==> src/rtl/nibble_serial_add_ctrl.sv <==
// Sequencer that computes a WIDTH-bit add/subtract one nibble per clock, LSB first,
// by time-sharing a single external 4-bit adder cell through a registered carry chain.
module nibble_serial_add_ctrl #(
    parameter int WIDTH = 64
) (
    input  logic             clk,
    input  logic             rst_n,
    input  logic             start,
    input  logic             sub,
    input  logic             c_in,
    input  logic [WIDTH-1:0] a,
    input  logic [WIDTH-1:0] b,
    output logic [3:0]       add_a,
    output logic [3:0]       add_b,
    output logic             add_cin,
    input  logic [3:0]       add_sum,
    input  logic             add_cout,
    output logic             busy,
    output logic             done,
    output logic [WIDTH-1:0] sum,
    output logic             c_out,
    output logic             overflow,
    output logic             zero
);

    localparam int N     = WIDTH / 4;
    localparam int IDX_W = $clog2(N);
    localparam logic [IDX_W-1:0] IDX_LAST = IDX_W'(N - 1);

    localparam logic [1:0] S_IDLE = 2'd0;
    localparam logic [1:0] S_RUN  = 2'd1;
    localparam logic [1:0] S_DONE = 2'd2;

    logic [1:0]       state_q, state_d;
    logic [IDX_W-1:0] idx_q, idx_d;
    logic [WIDTH-1:0] a_q, a_d;
    logic [WIDTH-1:0] b_q, b_d;
    logic             sub_q, sub_d;
    logic             carry_q, carry_d;
    logic [WIDTH-1:0] acc_q, acc_d;
    logic [WIDTH-1:0] sum_q, sum_d;
    logic             c_out_q, c_out_d;
    logic             ovf_q, ovf_d;
    logic             zero_q, zero_d;

    logic [3:0] nib_a, nib_b;
    logic       run;

    // The adder-cell operands come only from registers, so there is no
    // combinational loop through the external cell.
    assign run   = (state_q == S_RUN);
    assign nib_a = a_q[{idx_q, 2'b00} +: 4];
    assign nib_b = b_q[{idx_q, 2'b00} +: 4] ^ {4{sub_q}};

    assign add_a    = run ? nib_a : 4'd0;
    assign add_b    = run ? nib_b : 4'd0;
    assign add_cin  = run ? carry_q : 1'b0;
    assign busy     = run;
    assign done     = (state_q == S_DONE);
    assign sum      = sum_q;
    assign c_out    = c_out_q;
    assign overflow = ovf_q;
    assign zero     = zero_q;

    always_comb begin
        // NOTE: every target gets a hold default first, so no path infers a latch.
        state_d = state_q;
        idx_d   = idx_q;
        a_d     = a_q;
        b_d     = b_q;
        sub_d   = sub_q;
        carry_d = carry_q;
        acc_d   = acc_q;
        sum_d   = sum_q;
        c_out_d = c_out_q;
        ovf_d   = ovf_q;
        zero_d  = zero_q;

        case (state_q)
            S_IDLE, S_DONE: begin
                if (start) begin
                    a_d     = a;
                    b_d     = b;
                    sub_d   = sub;
                    carry_d = sub ? 1'b1 : c_in;
                    idx_d   = '0;
                    state_d = S_RUN;
                end else begin
                    state_d = S_IDLE;
                end
            end
            S_RUN: begin
                acc_d[{idx_q, 2'b00} +: 4] = add_sum;
                carry_d = add_cout;
                idx_d   = idx_q + 1'b1;
                // Published results move only on the last nibble; acc holds partials.
                if (idx_q == IDX_LAST) begin
                    sum_d   = acc_d;
                    c_out_d = add_cout;
                    ovf_d   = add_cout ^ (nib_a[3] ^ nib_b[3] ^ add_sum[3]);
                    zero_d  = (acc_d == '0);
                    idx_d   = '0;
                    state_d = S_DONE;
                end
            end
            default: state_d = S_IDLE;
        endcase
    end

    // NOTE: sequential state uses non-blocking assignments only.
    always_ff @(posedge clk or negedge rst_n) begin
        if (!rst_n) begin
            state_q <= S_IDLE;
            idx_q   <= '0;
            a_q     <= '0;
            b_q     <= '0;
            sub_q   <= 1'b0;
            carry_q <= 1'b0;
            acc_q   <= '0;
            sum_q   <= '0;
            c_out_q <= 1'b0;
            ovf_q   <= 1'b0;
            zero_q  <= 1'b0;
        end else begin
            state_q <= state_d;
            idx_q   <= idx_d;
            a_q     <= a_d;
            b_q     <= b_d;
            sub_q   <= sub_d;
            carry_q <= carry_d;
            acc_q   <= acc_d;
            sum_q   <= sum_d;
            c_out_q <= c_out_d;
            ovf_q   <= ovf_d;
            zero_q  <= zero_d;
        end
    end

endmodule

==> config.mk <==
export PLATFORM = sky130hd
export DESIGN_NAME = nibble_serial_add_ctrl
export DESIGN_NICKNAME = d
export VERILOG_FILES = /design/src/rtl/nibble_serial_add_ctrl.sv
export SDC_FILE = /design/constraint.sdc
export NUM_CORES = 1
export LEC_CHECK = 0
export BUFFER_PORTS_ARGS = -buffer_cell sky130_fd_sc_hd__buf_4
export CAP_MARGIN = 10
export CORE_ASPECT_RATIO = 1.1
export CORE_UTILIZATION = 55
export DETAILED_ROUTE_END_ITERATION = 8
export GPL_TIMING_DRIVEN = 0
export PLACE_DENSITY = 0.78
export SLEW_MARGIN = 20
export SYNTH_ARGS = -nofsm -noshare
export SYNTH_HDL_FRONTEND = slang
export SYNTH_SLANG_ARGS = --single-unit
==> constraint.sdc <==
create_clock -name clk -period 4.9 [get_ports clk]
set_input_delay 0.245 -clock clk [delete_from_list [all_inputs] [get_ports clk]]
set_output_delay 0.245 -clock clk [all_outputs]
set_load 0.01 [all_outputs]
==> reports/qor.txt, run 1 <==
status: finished, final reports clean
Worst-Skew Late Latency: 0.54 ns
Rel. slew slack: 0.472
Routability Congestion: 0.922
Final Critical Period: 4.34 ns
fin. max-slew vios: 0
H-Tree Depth: 1
global route overflow: 0
Worst EP arrival: 4.78 ns
CTS buffer count: 28
worst-margin pin slew: 0.792 ns
Syn. warnings: 0
dominant cell type by area after synthesis: dfrtp_1
DRC errors left: 0
Synth Area per Inst: 12.3 um^2
initial antenna violation count: 0
Starting Density: 0.567
worst vdd ir: 0.000412 V
top cells by area, synth: dfrtp_1, mux2_2, mux2i_1
Mapped Cells: 1033
FFs w/ async S/R, synth: 1.00
port bufs: 214
CTS sink count: 267
drt first pass iters: 6
max cap viols: 0
final setup vio count: 0
CP endpoint kind: register
largest net degree at the start of global routing: 82
Fin. Hold Viols: 0
P_leak: 7.78 nW
CP Launch Type: register
Distinct cells, synth: 65
CTS tree: done
top cells by count, synth: dfrtp_1, mux2_2, nand2_1
Hold Path Class: in2reg
CTS Root Cell: clkbuf_16
fin crit share: 0.885
Main synth FF type: dfrtp_1
final core utilization: 0.758
post-synthesis net count: 1176
cell row count: 57
number of antenna-violating nets in the routed design: 0
share of layout cells above drive strength 1: 0.340
Via density: 5.97
# diodes: 0
DPL Wire Length: 25200 um
EDFF count, synth: 0
synth-to-layout area growth: 33.6%
final wirelength: 40000 um
Critical Path RT: 5.35 ns
area taken by flip-flops and latches: 6680 um^2
Yosys top cell area share: 0.528
Reg clk slew, reported paths: 0.06 ns
Power Dens Cells: 654 nW/um^2
routed vias: 10.3k
kind of critical path: reg2reg
FILL cells: 1360
Seq/Total Area, Yosys: 0.528
I/O pin count: 216
fin nets: 1554
Synth Cell Area: 12700 um^2
Die Y: 161 um
maximum root-to-sink buffer count: 3
initial drt markers: 814
Fin Clk Skew: 0.0143 ns
number of global-route vias before repair: 11.2k
die footprint: 23600 um^2
Fin Setup TNS: 0 ns
Max Clk Rate: 231 MHz
top-count cell post-synth: dfrtp_1
Crit Path Max Fanout: 19
Overall Global Routing Usage: 0.348
first-pass GRT wire length: 62900 um
#FFs+latches synth: 267
area of the multi-input gates: 5650 um^2
Avg WL per Cell: 23.2 um
Placeable Area: 22300 um^2
RSZ-0062 raised after global routing: false
Die W: 147 um
path summary, 6_finish.rpt:
kind                       startpoint      end  slack, ns  depth (start not counted)
max reg2reg                  idx_q[1]     zero       0.56                         11
min                          add_cout    c_out        0.1                          3
min reg2reg                   sum[13]  sum[13]       0.48                          2
min in group asynchronous       rst_n  sum[16]       0.22                          2
max                          idx_q[1]     zero       0.56                         11
max in group asynchronous       rst_n   a_q[1]       3.62                          4
area by class of cell:
cell class | count | area share
Tap cell | 295 | 0.0218
Timing Repair Buffer | 349 | 0.178
Buffer | 70 | 0.0185
Inverter | 5 | 0.00111
Clock buffer | 44 | 0.0498
Sequential cell | 267 | 0.395
Clock inverter | 4 | 0.00118
Multi-Input combinational cell | 690 | 0.334
logic make-up (layout without fill, tap and decap cells):
family	Yosys count	in the layout	share of synthesized area
mux	277	277	0.263
flops	267	267	0.528
simple gates	242	242	0.0963
compound gates	156	156	0.0751
buf+inv	76	472	0.0264
xor+xnor	10	10	0.00692
fa+ha+maj	5	5	0.00494
critical path, cell delays in order (launching register included):
cell	delay, ns
dfrtp_1	0.46
buf_2	0.27
buf_2	0.46
inv_1	0.22
ha_1	0.36
nor2_1	0.43
o211ai_2	0.40
a2111o_1	0.47
o311ai_1	0.18
nand4_1	0.19
or4_1	0.58
o31ai_1	0.21
metal layers:
metal / part of all wire / up-vias / GRT usage
met5: 0 / - / 0
met4: 0.052 / 0 / 0.176
met3: 0.078 / 164 / 0.0740
met2: 0.50 / 564 / 0.601
met1: 0.37 / 5084 / 0.412
li1: - / 4484 / -
registers in the layout, indices dropped and copies added (netlist names), 2 cells and up:
name,cells
a_q,64
acc_q,64
b_q,64
idx_q,4
state_q,2
sum,64
metrics by stage:
step	setup slack (ns)	power (mW)	hold WS, ns	area, um^2	std cells
2_1_floorplan	1.21	6.88	-0.0506	12700	1033
3_3_place_gp	0.0834	8.45	0.463	14600	1542
3_5_place_dp	0.0171	8.65	0.191	14700	1545
4_1_cts	0.250	10.8	0.0714	16900	1725
5_1_grt	0.290	11.6	0.0969	16900	1724
6_report	0.564	11.1	0.0964	16900	1724
cells in the final DEF, fill, tap and decap left out, types with 3 or more instances in the layout:
cell | Yosys | final
nand2b_1 | 6 | 6
dfrtp_1 | 267 | 267
buf_6 | 4 | 4
and3_1 | 15 | 15
and2_1 | 20 | 20
buf_4 | 3 | 216
nand3_1 | 8 | 8
nor3b_1 | 4 | 4
buf_16 | 0 | 3
a21oi_1 | 8 | 8
o21a_1 | 3 | 3
o21ai_1 | 6 | 5
mux2i_1 | 78 | 78
o211ai_1 | 3 | 3
nand2_1 | 108 | 108
clkbuf_1 | 55 | 64
nand4_1 | 7 | 7
nor3_1 | 6 | 6
xnor2_1 | 6 | 6
ha_1 | 5 | 5
or4_1 | 5 | 5
nor4_1 | 6 | 6
buf_2 | 6 | 7
xor2_1 | 4 | 4
a221oi_1 | 7 | 7
clkinv_2 | 0 | 4
clkbuf_16 | 0 | 29
o31ai_1 | 3 | 3
or2_2 | 4 | 4
nor2b_1 | 7 | 7
mux4_2 | 27 | 27
mux2_2 | 172 | 172
o21ai_0 | 103 | 103
nor2_1 | 29 | 29
clkbuf_8 | 0 | 6
dlygate4sd3_1 | 0 | 132
inv_1 | 5 | 5
where the power goes:
group	switching [mW]	leakage, nW	total (mW)	internal [mW]
Clock	0.878	0.427	2.04	1.17
Combinational	2.64	4.09	5.10	2.46
Sequential	0.688	3.26	3.92	3.23
Total	4.21	7.78	11.1	6.85
repair_timing:
| item | CTS | global route |
|---|---|---|
| setup endpoints to repair | 1 | 1 |
| hold buffers | 132 | 0 |
| endpoints found under the hold margin | 181 | 0 |
| gates resized for setup | 1 | 1 |
| buffers inserted | 0 | 0 |
No activity file was read; power rests on OpenSTA's default activity.
==> run 2: changes to the inputs <==
Settings changed: PLACE_DENSITY 0.78 to unset, PLACE_DENSITY_LB_ADDON set to 0.12.
==> run 2 against run 1 <==
Sequential power is 1% lower. Routed wire length down 5.7%. Global-route usage shrank 2.2 points. Sequential cell count did not move. Register-to-register slack improved by 0.03 ns. Critical path type unchanged. Critical endpoint unchanged. Largest cell class unchanged.
==> reports/qor.txt, run 2 (synthesis gave the netlist of run 1 again) <==
status: finished, final reports clean
port bufs: 214 (unchanged)
initial antenna violation count: 0 (unchanged)
Hold Path Class: in2async
crit-path cells: buf_2 -> buf_2 -> inv_1 -> ha_1 -> nor2_1 -> o211ai_2 -> a2111o_1 -> o311ai_1 -> nand4_1 -> or4_1 -> o31ai_1
CP peak stage delay: 0.57 ns (about the same)
number of antenna-violating nets in the routed design: 0 (unchanged)
first-pass GRT wire length: 59100 um (-6.0%)
CP endpoint kind: register
Power Dens Cells: 647 nW/um^2 (-1.1%)
CP Launch Type: register
final wirelength: 37700 um (-5.7%)
CTS sink count: 267 (unchanged)
Critical Path Slowest Stage Cell: or4_1
Finished Cell Area: 17000 um^2 (+0.49%)
initial drt markers: 659 (-19%)
r2r setup slk: 0.59 ns (+0.03 ns)
worst-margin pin slew: 0.878 ns (+0.0862 ns)
Pwr Total: 11.0 mW (-0.63%)
Critical Path RT: 5.35 ns (about the same)
reg2reg end: zero
fin crit share: 0.879 (-0.00602)
share of layout cells above drive strength 1: 0.344 (+0.00370)
cell count of the worst reg-to-reg path: 11 (unchanged)
Starting Density: 0.567 (unchanged)
DPL Wire Length: 24400 um (-3.3%)
Reg clk slew, reported paths: 0.06 ns (about the same)
Post-DP Area: 14700 um^2 (unchanged)
Worst-Skew Late Latency: 0.54 ns (about the same)
highest-count cells in the layout ignoring fill and taps: dfrtp_1, buf_4, mux2_2
drt first pass iters: 5 (-1)
most common cell after layout, fill and taps aside: dfrtp_1
Placeable Area: 22300 um^2 (unchanged)
cell row count: 57 (unchanged)
Overall Global Routing Usage: 0.326 (-0.0219)
P_leak: 7.83 nW (+0.62%)
r2r startpoint: idx_q[1]
Max Clk Rate: 232 MHz (+0.68%)
Routability Congestion: 0.918 (-0.35%)
Fin Setup TNS: 0 ns (unchanged)
global route overflow: 0 (unchanged)
Die Y: 161 um (unchanged)
maximum root-to-sink buffer count: 3 (unchanged)
Rel. slew slack: 0.410 (-0.0614)
max cap viols: 0 (unchanged)
H-Tree Depth: 1 (unchanged)
dpl ws: -0.0794 ns (-0.0965 ns)
Die W: 147 um (unchanged)
cell seen most often among critical-path stages: buf_2
I/O pin count: 216 (unchanged)
Via density: 5.83 (-2.4%)
synth-to-layout area growth: 34.2%
Final WS setup: 0.593 ns (+0.0295 ns)
fin nets: 1556 (+0.13%)
area taken by flip-flops and latches: 6680 um^2 (unchanged)
final setup vio count: 0 (unchanged)
die footprint: 23600 um^2 (unchanged)
routed vias: 10.1k (-2.1%)
Crit Path Max Fanout: 19 (unchanged)
number of global-route vias before repair: 10.6k (-5.5%)
CTS Root Cell: clkbuf_16
kind of critical path: reg2reg
Final Critical Period: 4.31 ns (-0.0295 ns)
Avg WL per Cell: 21.8 um (-6.0%)
# diodes: 0 (unchanged)
RSZ-0062 raised after global routing: false
final core utilization: 0.761 (+0.00370)
area of the multi-input gates: 5650 um^2 (about the same)
largest net degree at the start of global routing: 82 (unchanged)
Fin. Hold Viols: 0 (unchanged)
Fin Clk Skew: 0.00669 ns (-0.00763 ns)
DRC errors left: 0 (unchanged)
worst vdd ir: 0.000471 V (+14%)
Worst Path Buf+Inv: 3 (unchanged)
FILL cells: 1403 (+3.2%)
Worst EP arrival: 4.75 ns (-0.03 ns)
critical path's top delay family: compound AO/OA/AOI/OAI gates
CTS buffer count: 28 (unchanged)
fin. max-slew vios: 0 (unchanged)
CTS tree: done
[run 2: repair_timing]
action                     in CTS  in global routing
hold endpoints to repair      318                  0
gates cloned                    0                  0
hold buffers                  134                  0
gates resized for setup         1                  0
setup endpoints to repair       1                  1
buffers inserted                0                  0
[run 2: worst max path at each step]
stage,cells past startpoint,to,from
finish,11,zero,idx_q[1]
global route,11,zero,idx_q[1]
CTS,12,zero,idx_q[1]
detailed placement,12,zero,idx_q[1]
global placement,12,zero,idx_q[1]
floorplan,13,zero,idx_q[1]
[run 2: layout make-up]
type / instances / share of cell area
inverter: 5 / 0.00110
sequential: 267 / 0.393
timing repair buffer: 351 / 0.179
clock buffer: 38 / 0.0476
clock inverter: 13 / 0.00699
multi-input combinational: 690 / 0.332
buffer: 70 / 0.0184
tap: 295 / 0.0217
[run 2: through the flow]
stage	instances	hold slack, ns
floorplan	1033	-0.0506
detailed placement	1545	0.120
CTS	1730	0.152
global placement	1542	0.463
finish	1729	0.160
global route	1729	0.166
[run 2: worst register-to-register path, stage by stage (launching register included)]
cell and delay, ns:
dfrtp_1 0.45, buf_2 0.29, buf_2 0.46, inv_1 0.23, ha_1 0.36, nor2_1 0.41, o211ai_2 0.41, a2111o_1 0.48
o311ai_1 0.17, nand4_1 0.19, or4_1 0.57, o31ai_1 0.19
[run 2: power by group]
group          internal [mW]  leakage (nW)  switching, mW  total [mW]
Clock                   1.26         0.470          0.879        2.14
Sequential              3.23          3.26          0.640        3.87
Combinational           2.45          4.10           2.53        4.99
[run 2: metal layers]
metal  wire length, um  vias up  track usage
met1             14300     5053        0.391
met5                 0        -            0
met2             19300      434        0.573
met4              1680        0        0.152
li1                  -     4489            -
met3              2400      105       0.0559
==> run 3: changes to the inputs <==
Settings changed: PLACE_DENSITY set to 0.77, PLACE_DENSITY_LB_ADDON 0.12 to unset.
==> run 3 against run 2 <==
Worst hold slack better by 0.034 ns. Worst setup slack got worse by 0.53 ns. Largest cell class unchanged. Highest routed layer unchanged. Non-clock buffer count did not move. Critical path type unchanged. Clock skew grew 0.0021 ns. Die area did not move. Maximum frequency down 11%.
==> reports/qor.txt, run 3 (synthesis gave the netlist of run 1 again) <==
Max Clk Rate: 207 MHz (-11%)
die footprint: 23600 um^2 (unchanged)
Die W: 147 um (unchanged)
met1 Usage GRT: 0.407 (+0.0159)
Worst Path Buf+Inv: 5 (+2)
Critical Path RT: 5.35 ns (about the same)
CP Launch Type: register
global route overflow: 0 (unchanged)
maximum root-to-sink buffer count: 3 (unchanged)
CP peak stage delay: 0.60 ns (+0.03 ns)
fin nets: 1556 (unchanged)
initial antenna violation count: 2 (+2)
routed vias: 10.2k (+1.5%)
met3 usage: 0.0698 (+0.0138)
kind of critical path: reg2reg
Starting Density: 0.567 (unchanged)
Overall Global Routing Usage: 0.340 (+0.0139)
Fin Clk Skew: 0.00877 ns (+0.00207 ns)
highest-count cells in the layout ignoring fill and taps: dfrtp_1, buf_4, mux2_2
drt first pass iters: 5 (unchanged)
Pwr Total: 11.2 mW (+1.5%)
most common cell after layout, fill and taps aside: dfrtp_1
Avg WL per Cell: 22.8 um (+4.3%)
I/O pin count: 216 (unchanged)
Routability Congestion: 0.915 (-0.36%)
crit-path cells: buf_2 -> buf_2 -> buf_1 -> inv_1 -> ha_1 -> buf_6 -> and2_1 -> o211ai_2 -> nand2_1 -> o311ai_1 -> nand4_1 -> or4_1 -> o31ai_1
share of layout cells above drive strength 1: 0.343 (-0.00116)
largest net degree at the start of global routing: 86 (+4.9%)
CTS buffer count: 28 (unchanged)
final wirelength: 39400 um (+4.4%)
Final Critical Period: 4.84 ns (+0.531 ns)
CTS sink count: 267 (unchanged)
fin crit share: 0.987 (+0.108)
max cap viols: 0 (unchanged)
Worst EP arrival: 5.29 ns (+0.54 ns)
initial drt markers: 650 (-1.4%)
Finished Cell Area: 17000 um^2 (about the same)
worst-margin pin slew: 0.873 ns (-0.00578 ns)
synth-to-layout area growth: 34.3% (about the same)
cell seen most often among critical-path stages: buf_2
critical path's top delay family: buffers and inverters
worst hold slack: 0.194 ns (+0.0344 ns)
first-pass GRT wire length: 61400 um (+4.0%)
DPL Wire Length: 24800 um (+1.9%)
final core utilization: 0.762 (about the same)
Fin Setup TNS: 0 ns (unchanged)
Reg clk slew, reported paths: 0.06 ns (about the same)
Placed Instances: 1545 (unchanged)
port bufs: 214 (unchanged)
final non-filler cell total: 1730 (+0.058%)
Final WS setup: 0.0621 ns (-0.531 ns)
Worst-Skew Late Latency: 0.55 ns (about the same)
dpl ws: -0.0292 ns (+0.0502 ns)
RSZ-0062 raised after global routing: false
Die Y: 161 um (unchanged)
Placeable Area: 22300 um^2 (unchanged)
Via density: 5.92 (+1.5%)
number of antenna-violating nets in the routed design: 0 (unchanged)
GRT met2 Usage: 0.594 (+0.0205)
CTS Root Cell: clkbuf_16
status: finished, final reports clean
DRC errors left: 0 (unchanged)
worst vdd ir: 0.000505 V (+7.3%)
P_leak: 7.82 nW (about the same)
Critical Path Slowest Stage Cell: or4_1
layer with the highest usage: met2
Post-DP Area: 14700 um^2 (unchanged)
setup repair bufs after CTS: 0 (unchanged)
Rel. slew slack: 0.414 (+0.00388)
fin. max-slew vios: 0 (unchanged)
Hold Path Class: in2async
Power Dens Cells: 656 nW/um^2 (+1.5%)
CTS tree: done
Crit Path Max Fanout: 10 (-9)
cell row count: 57 (unchanged)
CP endpoint kind: register
H-Tree Depth: 1 (unchanged)
final setup vio count: 0 (unchanged)
number of global-route vias before repair: 11.0k (+4.5%)
Fin. Hold Viols: 0 (unchanged)
==> run 3: cell types whose count changed in the layout (fill, tap and decap cells not counted), sizes merged <==
cell         previous run  this run
buf                   232       233
dlygate4sd3           134       133
inv                     5         7
clkinv                 11         6
diode                   0         2
clkbuf                 93        95
==> run 3: power by group <==
part | internal [mW] | switching [mW] | total, mW | leakage (nW)
combinational | 2.46 | 2.62 | 5.08 | 4.10
clock | 1.28 | 0.902 | 2.18 | 0.467
sequential | 3.23 | 0.680 | 3.91 | 3.26
total | 6.96 | 4.20 | 11.2 | 7.82
==> run 3: routing by layer <==
metal | part of all wire | wire [um]
met1 | 0.37 | 14600
met3 | 0.080 | 3130
met5 | 0 | 0
met2 | 0.51 | 20000
met4 | 0.042 | 1670
==> run 3: area by class of cell <==
| cell class | count | area (um^2) |
|---|---|---|
| fill | 1348 | 5320 |
| sequential | 267 | 6680 |
| buffer | 71 | 317 |
| clock inverter | 10 | 108 |
| multi-input combinational | 690 | 5650 |
| inverter | 5 | 18.8 |
| clock buffer | 40 | 827 |
| antenna | 2 | 5.00 |
| tap | 295 | 369 |
| timing repair buffer | 350 | 3030 |
==> run 3: what timing repair did <==
item                       in CTS  in global routing
hold buffers                  133                  0
hold endpoints to repair      175                  0
resized for setup               1                  0
setup endpoints to repair       1                  0
==> run 3: worst paths after layout <==
kind | start | to | slack, ns | depth (start not counted)
setup / recovery | idx_q[1] | zero | 0.06 | 13
hold / removal | rst_n | sum[16] | 0.19 | 2
setup reg to reg | idx_q[1] | zero | 0.06 | 13
hold reg to reg | sum[12] | sum[12] | 0.48 | 2
max in group asynchronous | rst_n | b_q[41] | 3.68 | 4
min in group clk | add_sum[0] | acc_q[60] | 0.29 | 3
